--- src/rtl/mips_ctrl_pkg.sv ---
// mips_ctrl_pkg: shared encodings for the MIPS control units (single-cycle
// cpuCtr and multicycle_ctrl): opcode/func constants, ALUctr codes, the
// multi-cycle state enum, PCSrc/ALUSrcB selector codes and trap causes.
package mips_ctrl_pkg;

   // instruction[31:26]
   localparam logic [5:0] OP_RTYPE = 6'b000000;
   localparam logic [5:0] OP_ORI   = 6'b001101;
   localparam logic [5:0] OP_ADDIU = 6'b001001;
   localparam logic [5:0] OP_LW    = 6'b100011;
   localparam logic [5:0] OP_SW    = 6'b101011;
   localparam logic [5:0] OP_BEQ   = 6'b000100;
   localparam logic [5:0] OP_J     = 6'b000010;

   // instruction[5:0] for R-type
   localparam logic [5:0] FN_ADD = 6'b100000;
   localparam logic [5:0] FN_SUB = 6'b100010;
   localparam logic [5:0] FN_AND = 6'b100100;
   localparam logic [5:0] FN_OR  = 6'b100101;
   localparam logic [5:0] FN_SLT = 6'b101010;

   typedef enum logic [2:0] {
      ALU_AND = 3'b000,
      ALU_OR  = 3'b001,
      ALU_ADD = 3'b010,
      ALU_SUB = 3'b110,
      ALU_SLT = 3'b111
   } alu_op_e;

   typedef enum logic [2:0] {
      ST_FETCH,
      ST_DECODE,
      ST_EXEC,
      ST_MEM,
      ST_WB,
      ST_TRAP
   } state_e;

   typedef enum logic [1:0] {
      PCSRC_ALU    = 2'b00,
      PCSRC_ALUOUT = 2'b01,
      PCSRC_JUMP   = 2'b10
   } pcsrc_e;

   typedef enum logic [1:0] {
      SRCB_RT      = 2'b00,
      SRCB_FOUR    = 2'b01,
      SRCB_IMM     = 2'b10,
      SRCB_IMM_SH2 = 2'b11
   } srcb_e;

   typedef enum logic [1:0] {
      CAUSE_NONE    = 2'b00,
      CAUSE_ILLEGAL = 2'b01,
      CAUSE_TIMEOUT = 2'b10
   } trap_cause_e;

endpackage

--- src/rtl/alu_decode.sv ---
// alu_decode: combinational opcode/func decoder shared by the control units.
//   op, func : instruction[31:26] / instruction[5:0]
//   alu_ctr  : ALU operation code (mips_ctrl_pkg::alu_op_e values)
//   rtype    : op is the R-type opcode
//   legal    : op is supported and, for R-type, func is supported
module alu_decode
   import mips_ctrl_pkg::*;
(
   input  logic [5:0] op,
   input  logic [5:0] func,
   output logic [2:0] alu_ctr,
   output logic       rtype,
   output logic       legal
);

   always_comb begin
      alu_ctr = ALU_ADD;
      rtype   = (op == OP_RTYPE);
      legal   = 1'b0;
      case (op)
         OP_RTYPE: begin
            legal = 1'b1;
            case (func)
               FN_ADD:  alu_ctr = ALU_ADD;
               FN_SUB:  alu_ctr = ALU_SUB;
               FN_AND:  alu_ctr = ALU_AND;
               FN_OR:   alu_ctr = ALU_OR;
               FN_SLT:  alu_ctr = ALU_SLT;
               default: legal   = 1'b0;
            endcase
         end
         OP_ORI: begin
            alu_ctr = ALU_OR;
            legal   = 1'b1;
         end
         OP_ADDIU, OP_LW, OP_SW, OP_J: begin
            alu_ctr = ALU_ADD;
            legal   = 1'b1;
         end
         OP_BEQ: begin
            alu_ctr = ALU_SUB;
            legal   = 1'b1;
         end
         default: legal = 1'b0;
      endcase
   end

endmodule

--- src/rtl/multicycle_ctrl.sv ---
// multicycle_ctrl: multi-cycle MIPS control FSM (FETCH/DECODE/EXEC/MEM/WB/TRAP)
// for the shared-ALU datapath. Supports add, sub, and, or, slt, ori, addiu,
// lw, sw, beq, j.
//   sys_clk, sys_rst : clock, synchronous active-high reset
//   op, func, zero   : IR fields and ALU zero flag
//   mem_ready        : memory access completes this cycle
//   PCWr..ALUctr     : datapath controls (combinational from state/op_q/func_q)
//   rtype            : decoded opcode is R-type
//   instr_done       : one-cycle retire pulse; retired counts them (wraps)
//   trap, trap_cause : sticky fault (01 illegal op/func, 10 memory timeout)
module multicycle_ctrl
   import mips_ctrl_pkg::*;
#(
   parameter int unsigned ALUCTR_W    = 3,
   parameter int unsigned CNT_W       = 32,
   parameter int unsigned MEM_TIMEOUT = 0
) (
   input  logic                sys_clk,
   input  logic                sys_rst,
   input  logic [5:0]          op,
   input  logic [5:0]          func,
   input  logic                zero,
   input  logic                mem_ready,
   output logic                PCWr,
   output logic [1:0]          PCSrc,
   output logic                IRWr,
   output logic                MemRd,
   output logic                MemWr,
   output logic                IorD,
   output logic                RegWr,
   output logic                RegDst,
   output logic                MemtoReg,
   output logic                ALUSrcA,
   output logic [1:0]          ALUSrcB,
   output logic                ExtOp,
   output logic [ALUCTR_W-1:0] ALUctr,
   output logic                rtype,
   output logic                instr_done,
   output logic [CNT_W-1:0]    retired,
   output logic                trap,
   output logic [1:0]          trap_cause
);

   // Counter holds 0..MEM_TIMEOUT-1; the last value is the limit cycle.
   localparam int unsigned WAIT_W = (MEM_TIMEOUT > 1) ? $clog2(MEM_TIMEOUT) : 1;
   localparam logic [WAIT_W-1:0] WAIT_LIMIT =
      WAIT_W'((MEM_TIMEOUT > 0) ? MEM_TIMEOUT - 1 : 0);

   state_e            state_q, state_d;
   trap_cause_e       cause_q, cause_d;
   logic [5:0]        op_q, func_q;
   logic [WAIT_W-1:0] wait_q;
   logic [CNT_W-1:0]  cnt_q;

   logic [5:0] dec_op, dec_func;
   logic [2:0] dec_alu;
   logic       dec_rtype, dec_legal;
   logic       timeout_hit;
   logic [2:0] alu_c;

   // In DECODE the IR fields are not yet in op_q/func_q, so decode the live
   // inputs; everywhere else decode the latched copy.
   assign dec_op   = (state_q == ST_DECODE) ? op   : op_q;
   assign dec_func = (state_q == ST_DECODE) ? func : func_q;

   alu_decode u_alu_decode (
      .op      (dec_op),
      .func    (dec_func),
      .alu_ctr (dec_alu),
      .rtype   (dec_rtype),
      .legal   (dec_legal)
   );

   assign timeout_hit = (MEM_TIMEOUT != 0) && (wait_q == WAIT_LIMIT);

   always_comb begin
      PCWr       = 1'b0;
      PCSrc      = PCSRC_ALU;
      IRWr       = 1'b0;
      MemRd      = 1'b0;
      MemWr      = 1'b0;
      IorD       = 1'b0;
      RegWr      = 1'b0;
      RegDst     = 1'b0;
      MemtoReg   = 1'b0;
      ALUSrcA    = 1'b0;
      ALUSrcB    = SRCB_RT;
      ExtOp      = 1'b0;
      alu_c      = 3'b000;
      instr_done = 1'b0;
      state_d    = state_q;
      cause_d    = cause_q;
      if (!sys_rst) begin
         case (state_q)
            ST_FETCH: begin
               MemRd   = 1'b1;
               ALUSrcB = SRCB_FOUR;
               alu_c   = ALU_ADD;
               if (mem_ready) begin
                  IRWr    = 1'b1;
                  PCWr    = 1'b1;
                  state_d = ST_DECODE;
               end else if (timeout_hit) begin
                  state_d = ST_TRAP;
                  cause_d = CAUSE_TIMEOUT;
               end
            end
            ST_DECODE: begin
               ALUSrcB = SRCB_IMM_SH2;
               ExtOp   = 1'b1;
               alu_c   = ALU_ADD;
               if (!dec_legal) begin
                  state_d = ST_TRAP;
                  cause_d = CAUSE_ILLEGAL;
               end else if (dec_op == OP_J) begin
                  PCWr       = 1'b1;
                  PCSrc      = PCSRC_JUMP;
                  instr_done = 1'b1;
                  state_d    = ST_FETCH;
               end else begin
                  state_d = ST_EXEC;
               end
            end
            ST_EXEC: begin
               ALUSrcA = 1'b1;
               alu_c   = dec_alu;
               case (op_q)
                  OP_ORI: begin
                     ALUSrcB = SRCB_IMM;
                     state_d = ST_WB;
                  end
                  OP_ADDIU: begin
                     ALUSrcB = SRCB_IMM;
                     ExtOp   = 1'b1;
                     state_d = ST_WB;
                  end
                  OP_LW, OP_SW: begin
                     ALUSrcB = SRCB_IMM;
                     ExtOp   = 1'b1;
                     state_d = ST_MEM;
                  end
                  OP_BEQ: begin
                     PCWr       = zero;
                     PCSrc      = PCSRC_ALUOUT;
                     instr_done = 1'b1;
                     state_d    = ST_FETCH;
                  end
                  default: state_d = ST_WB;   // R-type (legality checked in DECODE)
               endcase
            end
            ST_MEM: begin
               IorD = 1'b1;
               if (op_q == OP_LW) MemRd = 1'b1;
               else               MemWr = 1'b1;
               if (mem_ready) begin
                  if (op_q == OP_LW) begin
                     state_d = ST_WB;
                  end else begin
                     instr_done = 1'b1;
                     state_d    = ST_FETCH;
                  end
               end else if (timeout_hit) begin
                  state_d = ST_TRAP;
                  cause_d = CAUSE_TIMEOUT;
               end
            end
            ST_WB: begin
               RegWr      = 1'b1;
               RegDst     = dec_rtype;
               MemtoReg   = (op_q == OP_LW);
               instr_done = 1'b1;
               state_d    = ST_FETCH;
            end
            ST_TRAP: ;
            default: state_d = ST_FETCH;
         endcase
      end
   end

   assign ALUctr     = ALUCTR_W'(alu_c);
   assign rtype      = !sys_rst && (state_q != ST_TRAP) && dec_rtype;
   assign trap       = !sys_rst && (state_q == ST_TRAP);
   assign trap_cause = sys_rst ? 2'b00 : cause_q;
   assign retired    = sys_rst ? '0 : cnt_q;

   always_ff @(posedge sys_clk) begin
      if (sys_rst) begin
         state_q <= ST_FETCH;
         cause_q <= CAUSE_NONE;
         op_q    <= '0;
         func_q  <= '0;
         wait_q  <= '0;
         cnt_q   <= '0;
      end else begin
         state_q <= state_d;
         cause_q <= cause_d;
         if (state_q == ST_DECODE) begin
            op_q   <= op;
            func_q <= func;
         end
         // FETCH/MEM only hold while waiting, so any transition is an entry.
         if (state_d != state_q)
            wait_q <= '0;
         else if (!mem_ready && (state_q == ST_FETCH || state_q == ST_MEM))
            wait_q <= wait_q + 1'b1;
         if (instr_done)
            cnt_q <= cnt_q + 1'b1;
      end
   end

endmodule

--- config.mk ---
export PLATFORM = sky130hd
export DESIGN_NAME = multicycle_ctrl
export DESIGN_NICKNAME = d
export VERILOG_FILES = /design/src/rtl/mips_ctrl_pkg.sv /design/src/rtl/alu_decode.sv /design/src/rtl/multicycle_ctrl.sv
export SDC_FILE = /design/constraint.sdc
export NUM_CORES = 1
export LEC_CHECK = 0
export CAP_MARGIN = 20
export CORE_MARGIN = 4
export CORE_UTILIZATION = 40
export DETAILED_ROUTE_END_ITERATION = 7
export PLACE_DENSITY = 0.64
export SYNTH_ARGS = -nofsm -noshare
export SYNTH_HDL_FRONTEND = slang
export SYNTH_SLANG_ARGS = --single-unit
--- constraint.sdc ---
create_clock -name sys_clk -period 4 [get_ports sys_clk]
set_clock_uncertainty 0.05 [all_clocks]
set_input_delay 0.8 -clock sys_clk [delete_from_list [all_inputs] [get_ports sys_clk]]
set_output_delay 0.8 -clock sys_clk [all_outputs]
set_load 0.02 [all_outputs]
==> results of run 1 <==
-- synth_stat cells, types with 2 or more instances --
cell type	count
nand2_1	52
nand3b_1	2
dfxtp_1	48
and2_1	9
a31oi_1	4
and3_1	2
a21oi_1	24
o2111ai_1	7
nor4_1	4
nand2b_1	2
nand4_1	5
and4b_1	2
nor3_1	14
o211ai_1	4
buf_2	2
o21ai_0	22
nor3b_1	2
clkbuf_1	18
or3_1	8
mux2_2	6
buf_1	3
and4_1	3
or4_1	9
nor4b_1	3
a2111oi_0	2
nor2b_1	41
inv_1	8
mux2i_1	2
xor2_1	12
nor2_1	37
o21ai_1	3
nand3_1	14
-- layer usage --
metal / share of wire / up-vias / global-route usage / wire (um)
met2: 0.48 / 62 / 0.303 / 3880
met4: 0.013 / 0 / 0.0517 / 103
li1: - / 1529 / - / -
met5: 0 / - / 0 / 0
met3: 0.039 / 8 / 0.0248 / 313
met1: 0.47 / 1432 / 0.251 / 3740
-- per-stage QoR --
stage | util | std cells | hold slack (ns) | power, mW | instance area [um^2]
CTS | 0.539 | 561 | 0.416 | 1.07 | 3890
finish | 0.540 | 561 | 0.412 | 1.06 | 3900
global route | 0.540 | 561 | 0.438 | 1.11 | 3900
floorplan | - | 396 | 0.381 | 0.637 | 2960
global placement | 0.524 | 553 | 0.392 | 0.719 | 3780
detailed placement | 0.524 | 553 | 0.403 | 0.722 | 3780
-- repair_timing --
item | in CTS | in global routing
resized for setup | 0 | 1
endpoints found under the setup margin | 0 | 1
hold buffers | 0 | 0
-- cell usage in the layout, fill, tap and decap left out, types with 3 or more instances in the layout --
cell type / n
o21ai_1: 3
nor2b_1: 41
o2111ai_1: 7
nor4_1: 4
and4_1: 3
and2_1: 9
nand3_1: 14
or4_1: 9
o211ai_1: 4
clkdlybuf4s50_1: 67
nand4_1: 5
clkbuf_8: 5
nor2_1: 37
dfxtp_1: 48
o21ai_0: 22
mux2_2: 6
inv_1: 8
xor2_1: 12
a31oi_1: 4
a21oi_1: 24
buf_4: 14
or3_1: 8
nor4b_1: 3
nor3_1: 14
nand2_1: 52
-- critical path: stages --
cell             delay, ns
clkdlybuf4s50_1       0.51
nor4_4                0.39
a21boi_2              0.11
buf_4                 0.16
a21oi_1               0.15
o211ai_1              0.13
a21oi_1               0.15
clkdlybuf4s50_1       0.62
-- final timing paths --
path | start | endpoint | slack, ns | cells past startpoint
max | op[4] | ALUctr[2] | 0.13 | 8
min | func_q[4] | func_q[4] | 0.41 | 2
max reg2reg | state_q[2] | state_q[0] | 1.25 | 7
min reg2reg | func_q[4] | func_q[4] | 0.41 | 2
-- area by class of cell --
type / instances / area, um^2
Clock buffer: 6 / 72.6
Clock inverter: 2 / 35.0
Fill cell: 738 / 3320
Inverter: 8 / 30.0
Multi-Input combinational cell: 315 / 1880
Sequential cell: 48 / 961
Tap cell: 99 / 124
Timing Repair Buffer: 83 / 801
-- state kept, by name, indices dropped and copies added (netlist names) --
register and cells:
func_q 6, op_q 6, state_q 3, cnt_q 32, cause_q 1
-- cells by family after synthesis --
kind of cell | after synthesis
fa+ha+maj | 1
xor+xnor | 13
compound gates | 76
buf+inv | 33
flops | 48
mux | 8
other cells | 1
simple gates | 216
-- power breakdown --
| part | internal, mW | leakage (nW) | total, mW | switching (mW) |
|---|---|---|---|---|
| clock | 0.186 | 0.0552 | 0.347 | 0.161 |
| combinational | 0.0901 | 0.929 | 0.208 | 0.118 |
| sequential | 0.492 | 0.388 | 0.504 | 0.0118 |
| total | 0.768 | 1.37 | 1.06 | 0.291 |
==> qor.yml, run 1 <==
drive_gt1_frac: 0.0844
syn-num-nets: 413
grt_max_degree: 42
syn_area_mm2: 0.00296
cts_sinks: 48
final.min_clock_period_ns: 3.87
synthSimpleGateAreaFrac: 0.396
clk_path_buf_depth: 2
synth_top_family_by_area: "simple AND/OR/NAND/NOR gates"
arrival_ns: 3.02
setup_ws_ns: 0.133
root_buffer: "clkbuf_8"
cts_tree: "done"
first_global_vias: 2771
dieArea_mm2: 0.00884
detail-route-antenna-nets: 0
h-tree-depth: 2
final-hold-violation-count: 0
drt_iter0_markers: 95
timing.final.crit_share: 0.967
crit_path_end_kind: "primary output"
slew_headroom: 0.390
avgRoutedWirePerCell_um: 14.3
yosysTopAreaCell: "dfxtp_1"
rows: 31
fp.dieH_um: 94.0
synthAdderAreaFrac: 0.00423
insertion_delay_ns: 0.30
nets: 478
synthMuxAreaShare: 0.0296
synthXorXnorAreaFrac: 0.0385
synthArstFlopShare: 0
synth.avg_cell_area_um2: 7.48
wirelength_mm: 8.04
die_w_um: 94.0
yosysSeqAreaShare: 0.325
clkSlewWorstSetupHoldPaths_ns: 0.08
portBuffers: 68
critPathLaunchType: "input port"
synth_cell_types: 54
core_mm2: 0.00721
synth-compound-area-share: 0.159
ys.flop_type: "dfxtp_1"
yosysWarnings: 0
gp_congestion: 0.934
report.final.slew_viol_count: 0
setup_viol: 0
netlist_top_cells_area: "dfxtp_1 (32%), nor2b_1 (8.7%), nand2_1 (6.6%)"
grt_pass1_wl_mm: 13.2
ir_drop_uv: 180
crit_type: "input port to primary output"
hold_class: "register to register"
power.leakage_nw: 1.37
ys_ff_latch: 48
synth_edf_count: 0
dr.pass1.iters: 4
initial_utilization: 0.410
grt_usage: 0.184
n_antenna_cell: 0
gr-total-overflow: 0
cts_buffers: 5
dpl.hpwl_mm: 6.12
path_max_fanout: 4
cp.required_ns: 3.15
tns_ns: 0
pre_cts_ws_ns: 0.0629
worst_slew_pin_slew_ns: 0.892
drc: 0
powerDensity_mw_per_mm2: 272
status: "completed"
viasPerCell: 5.40
fmax_mhz: 259
post-cts-setup-buffers: 0
area_growth_syn_to_layout_pct: 31.7
vias: 3031
antenna_found_initial: 0
synth_top_area_share: 0.325
rsz0062_at_grt: "false"
drv_cap: 0
netlist_instances: 396
ioPinCount: 70
No activity file was read; power rests on OpenSTA's default activity.
==> run 2: changes to the inputs <==
--- a/config.mk
+++ b/config.mk
@@ -7,9 +7,9 @@
 export LEC_CHECK = 0
 export CAP_MARGIN = 20
 export CORE_MARGIN = 4
-export CORE_UTILIZATION = 40
+export CORE_UTILIZATION = 54
 export DETAILED_ROUTE_END_ITERATION = 7
-export PLACE_DENSITY = 0.64
+export PLACE_DENSITY = 0.84
 export SYNTH_ARGS = -nofsm -noshare
 export SYNTH_HDL_FRONTEND = slang
 export SYNTH_SLANG_ARGS = --single-unit
==> run 2 against run 1 <==
Net effect: sequential power hardly changed; non-clock buffer count stayed put; critical path depth stayed put; via count is 1.3% higher; register-to-register slack worse by 0.08 ns; utilization is 19 points higher; sequential share of layout area is 0.50 points higher; worst hold slack worse by 0.0046 ns; clock power is 21% lower; combinational power hardly changed; cell count is 5.3% lower; setup slack better by 0.010 ns; largest power group unchanged.
==> qor.yml, run 2 (synthesis gave the netlist of run 1 again) <==
status: "completed"
cp.required_ns: 3.15  # about the same
crit_path_end_kind: "primary output"
portBuffers: 68  # unchanged
hold_class: "register to register"
dr.pass1.iters: 5  # +1
wirelength_mm: 8.00  # -0.56%
vias: 3070  # +1.3%
layout_top_registers: "cnt_q (32), func_q (6), op_q (6)"
clkSlewWorstSetupHoldPaths_ns: 0.08  # about the same
root_buffer: "clkbuf_8"
final-hold-violation-count: 0  # unchanged
power_mw: 0.988  # -6.7%
grt_max_degree: 22  # -48%
power.leakage_nw: 1.35  # -1.3%
detail-route-antenna-nets: 0  # unchanged
rsz0062_at_grt: "false"
cts_sinks: 48  # unchanged
layout_common_cells: "clkdlybuf4s50_1 (67), nand2_1 (52), dfxtp_1 (48)"
avgRoutedWirePerCell_um: 15.1  # +5.1%
first_global_vias: 2786  # +0.54%
crit_slowest_cell: "clkdlybuf4s50_1"
dieArea_mm2: 0.00673  # -24%
die_w_um: 82.0  # -13%
tns_ns: 0  # unchanged
fp.dieH_um: 82.0  # -13%
slew_headroom: 0.430  # +0.0399
drive_gt1_frac: 0.0824  # -0.00199
crit_type: "input port to primary output"
whs_path_depth: 2  # unchanged
ctsHoldBuffers: 0  # unchanged
antenna_found_initial: 0  # unchanged
reg2regPathDepth: 7  # unchanged
postLayoutCoreUtil: 0.734  # +0.194
grt_pass1_wl_mm: 13.1  # -1.1%
grt_usage: 0.247  # +0.0631
drt_iter0_markers: 198  # +110%
ir_drop_uv: 202  # +12%
fillers: 421  # -43%
dpl.hpwl_mm: 6.03  # -1.6%
initial_utilization: 0.569  # +0.158
regMostFlops: "cnt_q"
fmax_mhz: 259  # +0.27%
report.final.slew_viol_count: 0  # unchanged
cts_buffers: 5  # unchanged
r2r_slack_ns: 1.17  # -0.08 ns
drc: 0  # unchanged
h-tree-depth: 2  # unchanged
clk_path_buf_depth: 2  # unchanged
core_mm2: 0.00520  # -28%
gp_congestion: 0.943  # +0.98%
nets: 478  # unchanged
powerDensity_mw_per_mm2: 259  # -4.8%
crit_chain: "clkdlybuf4s50_1 > nor4_4 > a21boi_2 > buf_4 > a21oi_1 > o211ai_1 > a21oi_1 > clkdlybuf4s50_1"
critPathLaunchType: "input port"
gr-total-overflow: 0  # unchanged
largest_reg_flops: 32  # unchanged
area_growth_syn_to_layout_pct: 29.1
drv_cap: 0  # unchanged
setup_viol: 0  # unchanged
worst_slew_pin_slew_ns: 0.833  # -0.0584 ns
timing.final.crit_share: 0.964  # -0.00261
arrival_ns: 3.01  # about the same
viasPerCell: 5.78  # +7.0%
final_common_cell: "clkdlybuf4s50_1"
cts_tree: "done"
max_stage_delay_ns: 0.61  # about the same
insertion_delay_ns: 0.30  # about the same
path_max_fanout: 4  # unchanged
rows: 26  # -16%
final.min_clock_period_ns: 3.86  # -0.0104 ns
n_antenna_cell: 0  # unchanged
ioPinCount: 70  # unchanged
run 2: cell count changes in the layout (fill, tap and decap cells not counted):
cell       before  now
a2111oi_0       2    1
a2111oi_1       0    1
buf_12          1    0
buf_4          14   15
bufinv_16       1    0
run 2: power by group:
| part | total, mW | leakage, nW | switching [mW] | internal [mW] |
|---|---|---|---|---|
| combinational | 0.208 | 0.925 | 0.121 | 0.0879 |
| clock | 0.275 | 0.0410 | 0.156 | 0.119 |
| sequential | 0.505 | 0.388 | 0.0127 | 0.492 |
| total | 0.988 | 1.35 | 0.289 | 0.699 |
run 2: path summary, 6_finish.rpt:
kind | startpoint | end
max | op[4] | ALUctr[2]
min | func_q[4] | func_q[4]
max reg2reg | state_q[0] | state_q[0]
min reg2reg | func_q[4] | func_q[4]
run 2: what timing repair did:
action                     in CTS  in global routing
setup endpoints to repair       0                  3
buffers inserted                0                  0
resized for setup               0                  2
hold endpoints to repair        0                  0
run 2: final cells by class:
class	instances	area, um^2	area share
Multi-Input combinational cell	315	1880	0.491
Sequential cell	48	961	0.251
Timing Repair Buffer	83	788	0.206
Tap cell	70	87.6	0.0229
Clock buffer	6	72.6	0.0190
Inverter	8	30.0	0.00786
Clock inverter	1	5.00	0.00131
run 2: critical path, delay by kind of cell:
| family | cells | cell delay, ns |
|---|---|---|
| buf+inv | 3 | 1.28 |
| compound gates | 4 | 0.51 |
| simple gates | 1 | 0.40 |
run 2: per-stage QoR:
stage	setup WS (ns)	area [um^2]	instances	hold WS, ns
finish	0.143	3820	531	0.407
global route	0.0238	3820	531	0.447
CTS	0.0520	3810	531	0.405
detailed placement	0.0357	3730	524	0.394
global placement	0.103	3730	524	0.390
floorplan	0.671	2960	396	0.381
run 2: per-layer routing:
layer  GRT usage  vias to the layer above  routed length, um
met4      0.0631                        0                125
met1       0.339                     1432               3710
met5           0                        -                  0
li1            -                     1526                  -
met3      0.0493                       13                390
met2       0.396                       99               3770
